==> src/rtl/fm_slot_scheduler.sv <==
// Shared FM operator slot scheduler: issues (channel, operator) slots per sample tick, sums carrier results, commits offset-binary samples.
// Optional build macro FM_SCHED_MUTE_EN adds mute_i (per-channel slot skipping, muted lanes commit 12'h800).
module fm_slot_scheduler #(
  parameter int unsigned NUM_CH = 4,
  parameter int unsigned NUM_OP = 4,
  parameter int unsigned RES_W  = 12
) (
  input  logic                        clk_i,
  input  logic                        rst_i,
  input  logic                        sample_tick_i,
  input  logic [NUM_CH*NUM_OP-1:0]    carrier_mask_i,
  output logic                        slot_valid_o,
  input  logic                        slot_ready_i,
  output logic [$clog2(NUM_CH)-1:0]   slot_ch_o,
  output logic [$clog2(NUM_OP)-1:0]   slot_op_o,
  input  logic                        res_valid_i,
  input  logic [$clog2(NUM_CH)-1:0]   res_ch_i,
  input  logic [$clog2(NUM_OP)-1:0]   res_op_i,
  input  logic signed [RES_W-1:0]     res_data_i,
  output logic [NUM_CH*12-1:0]        sample_o,
  output logic                        frame_done_o,
  output logic                        busy_o,
  output logic                        overrun_o
`ifdef FM_SCHED_MUTE_EN
  ,
  input  logic [NUM_CH-1:0]           mute_i
`endif
);

  localparam int unsigned CH_W  = $clog2(NUM_CH);
  localparam int unsigned OP_W  = $clog2(NUM_OP);
  localparam int unsigned ACC_W = RES_W + OP_W;
  localparam int unsigned CNT_W = $clog2(NUM_CH*NUM_OP) + 1;
  localparam logic signed [ACC_W-1:0] SAT_HI = ACC_W'(2047);
  localparam logic signed [ACC_W-1:0] SAT_LO = ACC_W'(-2048);

  typedef enum logic [1:0] {S_IDLE, S_ISSUE, S_DRAIN, S_COMMIT} state_t;

  state_t                   state;
  logic [NUM_CH*NUM_OP-1:0] mask_q;
  logic [NUM_CH-1:0]        mute_q;
  logic [NUM_CH-1:0]        start_mute;
  logic [CNT_W-1:0]         res_cnt;
  logic [CNT_W-1:0]         exp_cnt;
  logic signed [ACC_W-1:0]  acc [NUM_CH];
  logic [11:0]              commit_val [NUM_CH];
  logic [CH_W-1:0]          first_ch, next_ch;
  logic                     first_found, next_found;

`ifdef FM_SCHED_MUTE_EN
  assign start_mute = mute_i;
`else
  assign start_mute = '0;
  assign mute_q     = '0;
`endif

  // Channel sequencing skips muted channels; without the mute build every channel is live.
  always_comb begin
    first_ch    = '0;
    first_found = 1'b0;
    next_ch     = '0;
    next_found  = 1'b0;
    exp_cnt     = '0;
    for (int unsigned c = 0; c < NUM_CH; c++) begin
      if (!first_found && !start_mute[c]) begin
        first_ch    = CH_W'(c);
        first_found = 1'b1;
      end
      if (!next_found && (c > 32'(slot_ch_o)) && !mute_q[c]) begin
        next_ch    = CH_W'(c);
        next_found = 1'b1;
      end
      if (!mute_q[c]) exp_cnt = exp_cnt + CNT_W'(NUM_OP);
    end
  end

  // Saturate to 12-bit signed, then flip the MSB to get offset binary.
  always_comb begin
    for (int unsigned c = 0; c < NUM_CH; c++) begin
      if (mute_q[c])             commit_val[c] = 12'h800;
      else if (acc[c] > SAT_HI)  commit_val[c] = 12'hFFF;
      else if (acc[c] < SAT_LO)  commit_val[c] = 12'h000;
      else                       commit_val[c] = acc[c][11:0] ^ 12'h800;
    end
  end

  always_ff @(posedge clk_i or posedge rst_i) begin
    if (rst_i) begin
      state        <= S_IDLE;
      slot_valid_o <= 1'b0;
      slot_ch_o    <= '0;
      slot_op_o    <= '0;
      sample_o     <= {NUM_CH{12'h800}};
      frame_done_o <= 1'b0;
      busy_o       <= 1'b0;
      overrun_o    <= 1'b0;
      mask_q       <= '0;
      res_cnt      <= '0;
`ifdef FM_SCHED_MUTE_EN
      mute_q       <= '0;
`endif
      for (int unsigned c = 0; c < NUM_CH; c++) acc[c] <= '0;
    end else begin
      frame_done_o <= 1'b0;
      if (sample_tick_i && state != S_IDLE) overrun_o <= 1'b1;

      if ((state == S_ISSUE || state == S_DRAIN) && res_valid_i) begin
        res_cnt <= res_cnt + 1'b1;
        if (mask_q[{res_ch_i, res_op_i}])
          acc[res_ch_i] <= acc[res_ch_i] + ACC_W'(res_data_i);
      end

      case (state)
        S_IDLE: begin
          if (sample_tick_i) begin
            state        <= first_found ? S_ISSUE : S_COMMIT;
            mask_q       <= carrier_mask_i;
`ifdef FM_SCHED_MUTE_EN
            mute_q       <= mute_i;
`endif
            res_cnt      <= '0;
            busy_o       <= 1'b1;
            slot_valid_o <= first_found;
            slot_ch_o    <= first_ch;
            slot_op_o    <= '0;
            for (int unsigned c = 0; c < NUM_CH; c++) acc[c] <= '0;
          end
        end
        S_ISSUE: begin
          if (slot_ready_i) begin
            if (slot_op_o == OP_W'(NUM_OP - 1)) begin
              slot_op_o <= '0;
              if (next_found) begin
                slot_ch_o <= next_ch;
              end else begin
                slot_valid_o <= 1'b0;
                state        <= S_DRAIN;
              end
            end else begin
              slot_op_o <= slot_op_o + 1'b1;
            end
          end
        end
        S_DRAIN: begin
          if (res_cnt == exp_cnt) state <= S_COMMIT;
        end
        S_COMMIT: begin
          for (int unsigned c = 0; c < NUM_CH; c++) sample_o[c*12 +: 12] <= commit_val[c];
          frame_done_o <= 1'b1;
          busy_o       <= 1'b0;
          state        <= S_IDLE;
        end
        default: state <= S_IDLE;
      endcase
    end
  end

endmodule

==> config.mk <==
export PLATFORM = sky130hd
export DESIGN_NAME = fm_slot_scheduler
export DESIGN_NICKNAME = d
export VERILOG_FILES = /design/src/rtl/fm_slot_scheduler.sv
export SDC_FILE = /design/constraint.sdc
export NUM_CORES = 1
export LEC_CHECK = 0
export CELL_PAD_IN_SITES_DETAIL_PLACEMENT = 0
export CELL_PAD_IN_SITES_GLOBAL_PLACEMENT = 2
export CORE_ASPECT_RATIO = 0.5
export CORE_UTILIZATION = 35
export CTS_CLUSTER_DIAMETER = 30
export CTS_CLUSTER_SIZE = 20
export DETAILED_ROUTE_END_ITERATION = 12
export HOLD_SLACK_MARGIN = 0.05
export PLACE_DENSITY = 0.81
export SETUP_SLACK_MARGIN = 0.02
export SYNTH_ARGS = -nofsm -noshare
export SYNTH_HDL_FRONTEND = slang
export SYNTH_SLANG_ARGS = --single-unit
==> constraint.sdc <==
create_clock -name clk_i -period 12.9 [get_ports clk_i]
set_input_delay 2.58 -clock clk_i [delete_from_list [all_inputs] [get_ports clk_i]]
set_output_delay 2.58 -clock clk_i [all_outputs]
set_load 0.01 [all_outputs]
==> metrics.yaml, run 1 <==
met1_usage_pct: 29.2
grt_busiest_layer: "met2"
finalHoldViolations: 0
cts_tree: "yes"
cellPowerDensity_nw_per_um2: 230
min_period_over_period_pct: 45.3
required_ps: 13210
synth_nets: 953
critical-path-slowest-cell: "mux4_2"
synthCells: 892
synth_top_area_share_pct: 42.6
synth_top_cell_by_area: "dfrtp_1"
setup-tns-final_ps: 0
clock_sinks: 135
yosys.area_share.adder_pct: 4.00
layout-drive-gt1-share_pct: 8.22
cts_buffers: 17
routed_via_density: 5.06
cp-start-kind: "primary input"
grt-ovfl-total: 0
multi_input_area_um2: 3790
final_max_slew_viol_count: 0
hold_path_class: "flop to flop"
die_area_um2: 22600
relSlewSlack_pct: 36.5
remaining_drc_errors: 0
synthFlopType: "dfrtp_1"
synth_top_family_by_area: "simple AND/OR/NAND/NOR gates"
tightest_slew_ps: 951
dp_hpwl_um: 14900
ys_warn_count: 0
root_buffer: "clkbuf_16"
path_clk_slew_ps: 60
area_delta_synth_final_pct: 21.2
regArea_um2: 3380
fin_crit_ps: 5840
timing.hold.ws_ps: 461
cts_resized: 0
maxCapViolCount: 0
cts_hold_buf: 0
synth_edf_count: 0
status: "finished, final reports clean"
synthDistinctLibCells: 68
drt_iter0_markers: 380
n_antenna_cell: 0
initial_core_util_pct: 36.6
nets: 1009
final_core_util_pct: 44.3
max_freq_mhz: 171
synth.area.mux_share_pct: 8.05
met2_usage_pct: 29.6
synth_xor_area_share_pct: 1.37
skew_ps: 11.0
synth-compound-area-share_pct: 16.2
htreeDepth: 4
ant_nets: 0
core_um2: 21000
die_h_um: 107
yosysMostFrequentCell: "nand2_1"
grt_pass1_wl_um: 34700
synth_simple_gate_area_share_pct: 19.6
drt-wirelength-per-cell_um: 17.1
wirelength_um: 21400
place.gp.congestion: 0.893
grt_pass1_vias: 6137
critPathCaptureType: "flop"
num_vias: 6343
use_met3_pct: 5.45
worstPathArrival_ps: 6160
clk_path_buf_depth: 2
antenna_found_initial: 0
ys_async_sr_fraction_pct: 100
path_cells: "clkdlybuf4s50_1 -> buf_4 -> mux4_2 -> ha_1 -> fa_1 -> a21o_1 -> a311o_2 -> a2111oi_1 -> or3_1 -> and3b_1 -> nor3_2"
dieWidth_um: 212
clk_latency_ps: 430
syn_area_um2: 7690
ys_top_cells_by_count: "nand2_1 (190), dfrtp_1 (131), nor2_1 (120)"
port_buffers: 92
io_pins: 93
setup_viol: 0
ys_seq_elements: 135
p_leak_nw: 3.98
grt_max_degree: 73
worstSetupPathType: "primary input to flop"
post_cts_buffers: 0
irDropWorstVdd_uv: 117
syn_area_per_cell_um2: 8.62
core.rowCount: 37
synth_area_leaders: "dfrtp_1 (43%), nand2_1 (9.3%), nor2_1 (5.9%), mux4_2 (4.7%), o211ai_1 (4.6%)"
fillCellCount: 2095
grt_usage_pct: 20.3
yosysSeqAreaShare_pct: 44.0
rsz0062_at_grt: "false"
critical_path.max_stage_delay_ps: 550
dr.pass1.iters: 5
crit_fanout: 19
## layout by cell type, fill, tap and decap left out, types with 9 or more instances in the layout
cell / count
nor3_1: 9
nand2_1: 190
o211ai_1: 47
ha_1: 22
mux2i_1: 21
clkdlybuf4s50_1: 92
nand3_1: 11
nor2_1: 120
clkbuf_16: 17
dfrtp_1: 131
a21oi_1: 34
mux4_2: 16
o21ai_0: 67
inv_1: 62
## area by class of cell
type                    count  area share [%]
multi-input cells         632            40.7
flip-flops and latches    135            36.3
repair buffers             99            10.4
clock buffers              17            4.56
well taps                 292            3.92
inverters                  63            2.56
clock inverters            15            1.53
## cells by family (layout without fill, tap and decap cells)
family          count (synthesis)  after routing
compound gates                192            192
xor+xnor                       12             12
simple gates                  364            364
buf+inv                       125            194
mux                            40             40
flops                         135            135
fa+ha+maj                      24             24
## state kept, by name, indices dropped and copies added, names as in the netlist
register / count
acc: 56
busy_o: 1
frame_done_o: 1
mask_q: 16
overrun_o: 1
res_cnt: 5
sample_o: 48
slot_ch_o: 2
slot_op_o: 2
slot_valid_o: 1
state: 2
## through the flow
stage          instance area [um2]  setup WS, ps  total power, mW  std cells
2_1_floorplan                 7690          6720             1.35        892
3_3_place_gp                  8750          6660             1.66       1221
3_5_place_dp                  8750          6610             1.68       1221
4_1_cts                       9320          7050             2.17       1253
5_1_grt                       9320          6880             2.33       1253
6_report                      9320          7060             2.15       1253
## worst max-delay path: cells and delay by family
family | cells | cell delay [ps]
multiplexers | 1 | 550
AO/OA/AOI/OAI | 3 | 990
adder cells (fa/ha/maj) | 2 | 640
AND/OR/NAND/NOR | 3 | 610
buffers and inverters | 2 | 770
## final timing paths
kind                            cells past startpoint  slack, ps            to         from
min in group asynchronous                           2       2680  frame_done_o        rst_i
max in group asynchronous                           3       8730   sample_o[0]        rst_i
worst min register to register                      1        460     overrun_o    overrun_o
worst min-delay path                                1        460     overrun_o    overrun_o
worst max-delay path                               11       7060       acc[40]  res_ch_i[0]
worst max register to register                      9       9590       acc[40]      acc[14]
## power by group
part           switching (mW)  leakage [nW]  internal, mW
sequential              0.222          1.78         0.585
combinational           0.471          1.92         0.386
clock                   0.215         0.275         0.269
## routing by layer
layer  routed length [um]  vias to the layer above
met2                 9240                      121
li1                     -                     3134
met4                  316                        0
met1                10700                     3063
met5                    0                        -
met3                 1160                       25
Power figures use the tool's default switching activity.
==> run 2: changes to the inputs <==
--- a/config.mk
+++ b/config.mk
@@ -8,12 +8,12 @@
 export CELL_PAD_IN_SITES_DETAIL_PLACEMENT = 0
 export CELL_PAD_IN_SITES_GLOBAL_PLACEMENT = 2
 export CORE_ASPECT_RATIO = 0.5
-export CORE_UTILIZATION = 35
+export CORE_UTILIZATION = 34
 export CTS_CLUSTER_DIAMETER = 30
 export CTS_CLUSTER_SIZE = 20
 export DETAILED_ROUTE_END_ITERATION = 12
 export HOLD_SLACK_MARGIN = 0.05
-export PLACE_DENSITY = 0.81
+export PLACE_DENSITY = 0.79
 export SETUP_SLACK_MARGIN = 0.02
 export SYNTH_ARGS = -nofsm -noshare
 export SYNTH_HDL_FRONTEND = slang
==> constraint.sdc (replaced) <==
create_clock -name clk_i -period 5.99 [get_ports clk_i]
set_input_delay 1.198 -clock clk_i [delete_from_list [all_inputs] [get_ports clk_i]]
set_output_delay 1.198 -clock clk_i [all_outputs]
set_load 0.01 [all_outputs]
==> run 2 against run 1 <==
Compared with the run above: clock power rose by 110%; sequential power grew 120%; worst hold slack improved by 1.6 ps; critical path type unchanged; sequential cell count unchanged; die area is 2.9% higher; via count is 0.13% lower; critical path depth stayed put; global-route usage decreased by 0.51 points; combinational power up 110%; routed wire length increased by 1.1%.
==> metrics.yaml, run 2 (synthesis results as in run 1) <==
p_leak_nw: 3.99  # was 3.98 nW
relSlewSlack_pct: 36.6  # was 36.5%
final_core_util_pct: 42.6  # was 44.3%
ant_nets: 0  # unchanged
core.rowCount: 38  # was 37
cts_resized: 0  # unchanged
top_register: "acc"  # unchanged
clock_sinks: 135  # unchanged
htreeDepth: 4  # unchanged
largest_reg_flops: 56  # unchanged
antenna_found_initial: 1  # was 0
core_um2: 21900  # was 21000 um2
maxCapViolCount: 0  # unchanged
min_period_over_period_pct: 73.3
drt-wirelength-per-cell_um: 17.2  # was 17.1 um
rsz0062_at_grt: "false"  # unchanged
path_clk_slew_ps: 60  # about the same
grt_pass1_vias: 6142  # was 6137
fin_crit_ps: 4390
root_buffer: "clkbuf_16"  # unchanged
die_area_um2: 23300  # was 22600 um2
crit_fanout: 10  # was 19
timing.hold.ws_ps: 462  # was 461 ps
remaining_drc_errors: 0  # unchanged
irDropWorstVdd_uv: 218  # was 117 uV
post_cts_buffers: 0  # unchanged
required_ps: 6310  # was 13210 ps
setup-tns-final_ps: 0  # unchanged
final_cell_mix: "nand2_1 (190), dfrtp_1 (131), nor2_1 (120)"  # unchanged
routed_via_density: 5.02  # was 5.06
dp_hpwl_um: 15200  # was 14900 um
grt_pass1_wl_um: 35100  # was 34700 um
cp-start-kind: "primary input"  # unchanged
grt_max_degree: 102  # was 73
setup_viol: 0  # unchanged
num_vias: 6335  # was 6343
dr.pass1.iters: 5  # unchanged
cts_buffers: 17  # unchanged
grt_usage_pct: 19.8  # was 20.3%
worstSetupPathType: "primary input to flop"  # unchanged
cts_tree: "yes"  # unchanged
cts_hold_buf: 0  # unchanged
layout-drive-gt1-share_pct: 8.11  # was 8.22%
grt-ovfl-total: 0  # unchanged
io_pins: 93  # unchanged
area_delta_synth_final_pct: 21.5  # was 21.2%
fillCellCount: 2178  # was 2095
tightest_slew_ps: 951  # about the same
drt_iter0_markers: 443  # was 380
dieWidth_um: 215  # was 212 um
clk_latency_ps: 430  # about the same
clk_path_buf_depth: 2  # unchanged
die_h_um: 108  # was 107 um
final_max_slew_viol_count: 0  # unchanged
critPathCaptureType: "flop"  # unchanged
nets: 1010  # was 1009
top_regs: "acc: 56 flops, sample_o: 48 flops, mask_q: 16 flops"  # unchanged
worstPathArrival_ps: 4710  # was 6160 ps
wirelength_um: 21700  # was 21400 um
port_buffers: 92  # unchanged
status: "finished, final reports clean"  # unchanged
skew_ps: 7.63  # was 11.0 ps
max_freq_mhz: 228
final_common_cell: "nand2_1"  # unchanged
initial_core_util_pct: 35.1  # was 36.6%
cellPowerDensity_nw_per_um2: 494  # was 230 nW/um2
finalHoldViolations: 0  # unchanged
n_antenna_cell: 0  # unchanged
hold_path_class: "flop to flop"  # unchanged
place.gp.congestion: 0.884  # was 0.893
[run 2: per-layer routing]
metal / wire, um / vias to the layer above / track usage [%] / part of all wire (%)
li1: - / 3130 / - / -
met4: 249 / 0 / 5.82 / 1.1
met2: 9140 / 139 / 28.6 / 42
met3: 1200 / 18 / 4.53 / 5.5
met1: 11100 / 3048 / 29.2 / 51
met5: 0 / - / 0 / 0
[run 2: power by group]
| part | internal [mW] | switching, mW | leakage [nW] |
|---|---|---|---|
| Combinational | 0.829 | 1.02 | 1.93 |
| Sequential | 1.26 | 0.485 | 1.78 |
| Clock | 0.622 | 0.406 | 0.282 |
| Total | 2.71 | 1.91 | 3.99 |
[run 2: stage by stage]
| step | worst slack (ps) | instances | instance area [um2] | power (mW) |
|---|---|---|---|---|
| final | 1600 | 1262 | 9340 | 4.62 |
| after global routing | 1420 | 1262 | 9340 | 4.99 |
| after CTS | 1600 | 1262 | 9340 | 4.67 |
| after detailed placement | 1160 | 1230 | 8770 | 3.62 |
| after global placement | 1220 | 1230 | 8770 | 3.57 |
| after floorplan | 1190 | 892 | 7690 | 2.90 |
[run 2: path summary, 6_finish.rpt]
path / start / to / slack [ps] / depth (start not counted)
max: res_ch_i[0] / acc[40] / 1600 / 11
min: overrun_o / overrun_o / 460 / 1
max reg2reg: acc[42] / acc[40] / 2690 / 9
min reg2reg: overrun_o / overrun_o / 460 / 1
max in group asynchronous: rst_i / sample_o[34] / 3640 / 3
min in group asynchronous: rst_i / sample_o[25] / 1330 / 2
[run 2: worst max-delay path, cell delays in order]
cell and delay (ps):
clkdlybuf4s50_1 490, buf_4 250, mux4_2 540, ha_1 220
fa_1 410, a21o_1 210, a311o_2 440, a2111oi_1 320
or3_1 340, and3b_1 220, nor3_2 40
[run 2: layout make-up]
class | count | area, um2 | area share (%)
multi-input combinational | 632 | 3790 | 40.6
sequential | 135 | 3380 | 36.2
timing repair buffer | 100 | 981 | 10.5
clock buffer | 24 | 502 | 5.37
tap | 300 | 375 | 4.02
inverter | 63 | 241 | 2.58
clock inverter | 8 | 70.1 | 0.750
